[config.mk]
export PLATFORM = sky130hd
export DESIGN_NAME = ram_16x8_fifo_ctrl
export DESIGN_NICKNAME = d
export VERILOG_FILES = /design/src/rtl/ram_16x8_fifo_ctrl.sv
export SDC_FILE = /design/constraint.sdc
export NUM_CORES = 1
export LEC_CHECK = 0
export BUFFER_PORTS_ARGS = -buffer_cell sky130_fd_sc_hd__buf_2
export CORE_ASPECT_RATIO = 0.8
export CORE_MARGIN = 1.5
export CORE_UTILIZATION = 48
export CTS_BUF_LIST = sky130_fd_sc_hd__clkbuf_8 sky130_fd_sc_hd__clkbuf_16
export CTS_CLUSTER_DIAMETER = 150
export DETAILED_ROUTE_END_ITERATION = 10
export PLACE_DENSITY = 0.95
export SKIP_CTS_REPAIR_TIMING = 1
export SLEW_MARGIN = 10
export SYNTH_ARGS = -nofsm -noshare
export SYNTH_HDL_FRONTEND = slang
export SYNTH_SLANG_ARGS = --single-unit
[constraint.sdc]
create_clock -name clk -period 6 [get_ports clk]
set_clock_uncertainty 0.1 [all_clocks]
set_input_delay 1.8 -clock clk [delete_from_list [all_inputs] [get_ports clk]]
set_output_delay 1.8 -clock clk [all_outputs]
set_load 0.01 [all_outputs]
[src/rtl/ram_16x8_fifo_ctrl.sv]
// FIFO controller driving a single-port ram_16x8: push/pop stream in, we/re/addr/din out.
// Ports: clk, rst, flush, wr_en/wr_data/wr_ready, rd_en/rd_valid/rd_data, count/empty/full/
// almost_full/busy, ram_we/ram_re/ram_addr/ram_din, ram_dout. Macro: CLEAR_ON_RST_EN.
module ram_16x8_fifo_ctrl #(
  parameter int DW           = 8,
  parameter int AW           = 4,
  parameter int AFULL_THRESH = 12
) (
  input  logic          clk,
  input  logic          rst,
  input  logic          flush,
  input  logic          wr_en,
  input  logic [DW-1:0] wr_data,
  output logic          wr_ready,
  input  logic          rd_en,
  output logic          rd_valid,
  output logic [DW-1:0] rd_data,
  output logic [AW:0]   count,
  output logic          empty,
  output logic          full,
  output logic          almost_full,
  output logic          busy,
  output logic          ram_we,
  output logic          ram_re,
  output logic [AW-1:0] ram_addr,
  output logic [DW-1:0] ram_din,
  input  logic [DW-1:0] ram_dout
);

  localparam int DEPTH = 1 << AW;

  logic [AW-1:0] wr_ptr_q, wr_ptr_d;
  logic [AW-1:0] rd_ptr_q, rd_ptr_d;
  logic [AW:0]   count_q, count_d;
  logic          rd_valid_q, rd_valid_d;
  logic          run;
  logic          rd_fire;
  logic          wr_fire;

`ifdef CLEAR_ON_RST_EN
  typedef enum logic {INIT, RUN} state_e;
  state_e        state_q, state_d;
  logic [AW-1:0] init_addr_q, init_addr_d;
  assign run = (state_q == RUN);
`else
  assign run = 1'b1;
`endif

  assign count       = count_q;
  assign empty       = (count_q == '0);
  assign full        = (count_q == (AW+1)'(DEPTH));
  assign almost_full = (count_q >= (AW+1)'(AFULL_THRESH));
  assign busy        = ~run;
  assign rd_valid    = rd_valid_q;
  assign rd_data     = rd_valid_q ? ram_dout : '0;

  // Pop has priority on the single RAM port; flush blocks both.
  assign rd_fire  = rd_en & ~empty & run & ~flush;
  assign wr_ready = run & ~full & ~rd_fire;
  assign wr_fire  = wr_en & wr_ready & ~flush;

  always_comb begin
    wr_ptr_d   = wr_ptr_q;
    rd_ptr_d   = rd_ptr_q;
    count_d    = count_q;
    rd_valid_d = rd_fire;
    ram_we     = 1'b0;
    ram_re     = 1'b0;
    ram_addr   = '0;
    ram_din    = '0;
`ifdef CLEAR_ON_RST_EN
    state_d     = state_q;
    init_addr_d = init_addr_q;
    if (state_q == INIT) begin
      ram_we      = 1'b1;
      ram_addr    = init_addr_q;
      init_addr_d = init_addr_q + 1'b1;
      if (init_addr_q == '1)
        state_d = RUN;
    end else
`endif
    if (flush) begin
      wr_ptr_d = '0;
      rd_ptr_d = '0;
      count_d  = '0;
    end else if (rd_fire) begin
      ram_re   = 1'b1;
      ram_addr = rd_ptr_q;
      rd_ptr_d = rd_ptr_q + 1'b1;
      count_d  = count_q - 1'b1;
    end else if (wr_fire) begin
      ram_we   = 1'b1;
      ram_addr = wr_ptr_q;
      ram_din  = wr_data;
      wr_ptr_d = wr_ptr_q + 1'b1;
      count_d  = count_q + 1'b1;
    end
  end

  always_ff @(posedge clk) begin
    if (rst) begin
      wr_ptr_q   <= '0;
      rd_ptr_q   <= '0;
      count_q    <= '0;
      rd_valid_q <= 1'b0;
`ifdef CLEAR_ON_RST_EN
      state_q     <= INIT;
      init_addr_q <= '0;
`endif
    end else begin
      wr_ptr_q   <= wr_ptr_d;
      rd_ptr_q   <= rd_ptr_d;
      count_q    <= count_d;
      rd_valid_q <= rd_valid_d;
`ifdef CLEAR_ON_RST_EN
      state_q     <= state_d;
      init_addr_q <= init_addr_d;
`endif
    end
  end

endmodule

==> impl_summary.log <==
[metrics] dominant register cell in the synthesized netlist: dfxtp_1
[metrics] H-tree levels: 1
[metrics] via count: 1,057
[metrics] leakage power: 0.673 nW
[metrics] total number of yosys warnings: 0
[metrics] final net count: 201
[metrics] count of different cell masters after synthesis: 41
[metrics] worst path required time: 4.10 ns
[metrics] total of fill cells in the finished design: 159
[metrics] part of the cycle the worst path needs: 0.854
[metrics] worst vdd ir: 0.000151 V
[metrics] number of antenna violations at the first check in global routing: 0
[metrics] maximum frequency from static timing analysis: 195 MHz
[metrics] part of the Yosys area used for sequential elements: 0.276
[metrics] total negative slack: 0 ns
[metrics] overall track demand over capacity in global routing: 0.250
[metrics] number of clock sinks seen by CTS: 14
[metrics] number of synthesized register bits: 14
[metrics] number of setup violations in the final report: 0
[metrics] number of vias per cell after detailed routing: 5.37
[metrics] number of enable-type register cells in the synthesized netlist: 0
[metrics] clock latency on the worst-skew pair: 0.25 ns
[metrics] arrival time worst endpoint: 3.22 ns
[metrics] number of maximum-capacitance constraint violations: 0
[metrics] type of element capturing the critical path: output port
[metrics] Detailed Route Iter0 Violations: 36
[metrics] final hold violations: 0
[metrics] relative area change from synthesis to final layout: 31.6%
[metrics] path class of the lowest-slack min-delay path: reg2reg
[metrics] crit path kind: in2out
[metrics] Antenna Cells: 0
[metrics] PD cells: 173 mW/mm2
[metrics] synthesized area divided by synthesized cell count: 8.34 um2
[metrics] GR Overflow Total: 0
[metrics] post-route minimum period: 5.12 ns
[metrics] cell area after technology mapping: 0.00102 mm2
[metrics] core area: 0.00194 mm2
[metrics] number of global-route vias before repair: 979
[metrics] total nets after synthesis: 149
[metrics] Initial Util: 0.523
[metrics] row count: 14
[metrics] clk slew on worst S/H paths: 0.06 ns
[metrics] drt drc: 0
[metrics] global-route wire length before repair: 4300 um
[metrics] HPWL Detailed: 2030 um
[metrics] actual slew at the worst max-slew pin: 0.795 ns
[metrics] peak fanout along the critical path: 17
[metrics] outcome: finished clean
[metrics] cts bufs inserted: 3
[metrics] number of pins exceeding their max-slew limit in the final report: 0
[metrics] top-level port count: 54
[metrics] Final GP Congestion: 0.836
[metrics] post-route setup slack: 0.877 ns
[metrics] fraction of final layout cells with drive strength greater than 1: 0.376
[metrics] CTS tree: yes
[metrics] pin count of the biggest net entering global routing: 18
[metrics] CP Launch Type: input pin
[metrics] first drt pass iteration count: 5
[metrics] Finished Core Util: 0.689
[metrics] full die area: 0.00241 mm2
[metrics] overall power: 231 uW
[metrics] height of the die: 44.2 um
[metrics] Setup Slack @ Placement: 0.931 ns
[metrics] quantity of I/O buffers inserted on ports: 52
[metrics] max_slew headroom: 0.470
[metrics] WL/cell: 13.2 um
[metrics] Mapped Cells: 122
[metrics] Total Wirelength: 2600 um
[metrics] number of antenna-violating nets in the routed design: 0
[metrics] setup repair after global routing missed its margin: no
[metrics] post-route worst hold slack: 0.399 ns
[metrics] floorplan die width: 54.5 um
[metrics] Root Buffer: clkbuf_8
[metrics] clk buf depth: 2
[metrics] fraction of registers with async set/reset: 0
-- cell usage in the layout (no fill, tap or decap), types with 2 or more instances in the layout --
cell type and n:
a21o_1 2, a21oi_1 6, a22o_1 4, a31o_2 3, and2_1 17, buf_2 52, clkbuf_8 4, dfxtp_1 14
ha_1 5, inv_1 5, mux2i_1 3, nand2_1 9, nand2b_1 4, nand4_1 2, nor2_1 14, o21ai_0 2
xnor2_1 3, xor2_1 3
-- cells by family after synthesis --
family	after synthesis	share of synthesized area
and+or+nand+nor	53	0.280
AOI/OAI and AO/OA	28	0.232
DFF	14	0.276
buffers and inverters	11	0.0455
adders and majority gates	6	0.0812
xor gates and xnor gates	6	0.0517
muxes	3	0.0295
other	1	0.00369
-- power breakdown --
group | internal, mW | switching, mW | total [mW] | leakage, nW
combinational | 0.0176 | 0.0224 | 0.0400 | 0.531
clock | 0.0583 | 0.0358 | 0.0941 | 0.0288
sequential | 0.0945 | 0.00283 | 0.0973 | 0.113
total | 0.170 | 0.0611 | 0.231 | 0.673
-- final timing paths --
check	start	end	slack, ns	cells past startpoint
worst max register to register	count[2]	count[4]	3.12	8
worst min-delay path	wr_ptr_q[3]	wr_ptr_q[3]	0.40	2
worst max-delay path	rd_en	ram_addr[1]	0.88	5
worst min register to register	wr_ptr_q[3]	wr_ptr_q[3]	0.40	2
-- metal layers --
layer | up-vias | GRT usage | wire, um
li1 | 533 | - | -
met1 | 483 | 0.283 | 1070
met2 | 38 | 0.458 | 1330
met3 | 3 | 0.0608 | 162
met4 | 0 | 0.0750 | 28
met5 | - | 0 | 0
-- sequential cells by signal, summed over array words and instances, names as in the netlist --
register,count
wr_ptr_q,4
rd_ptr_q,4
rd_valid,1
count,5
-- layout make-up --
type                            instances  area [um2]  area share
Multi-Input combinational cell         97         691       0.516
Sequential cell                        14         280       0.209
Timing Repair Buffer                   52         260       0.194
Clock buffer                            4        55.1      0.0411
Tap cell                               24        30.0      0.0224
Inverter                                6        22.5      0.0168
-- worst max-delay path, cell delays in order --
cell and delay, ns:
buf_2 0.14, o41a_1 0.14, a2111oi_4 0.76, a22o_1 0.25, buf_2 0.13
-- synth_stat cells (2+ instances only) --
| cell | number | area [um2] |
|---|---|---|
| a31o_2 | 3 | 26.3 |
| nand2b_1 | 4 | 25.0 |
| nand4_1 | 2 | 12.5 |
| clkbuf_1 | 2 | 7.51 |
| a21oi_1 | 6 | 30.0 |
| o21ai_0 | 2 | 10.0 |
| inv_1 | 5 | 18.8 |
| xnor2_1 | 3 | 26.3 |
| nand2_1 | 9 | 33.8 |
| mux2i_1 | 3 | 30.0 |
| nor2_1 | 14 | 52.6 |
| xor2_1 | 3 | 26.3 |
| dfxtp_1 | 14 | 280 |
| a22o_1 | 4 | 35.0 |
| a21o_1 | 2 | 15.0 |
| and2_1 | 17 | 106 |
| ha_1 | 5 | 62.6 |
-- per-stage QoR --
step | cell area (um2) | cells
floorplan | 1020 | 122
global placement | 1280 | 193
detailed placement | 1280 | 193
global route | 1340 | 197
finish | 1340 | 197
CTS | 1340 | 197
(Power assumes the default switching activity.)
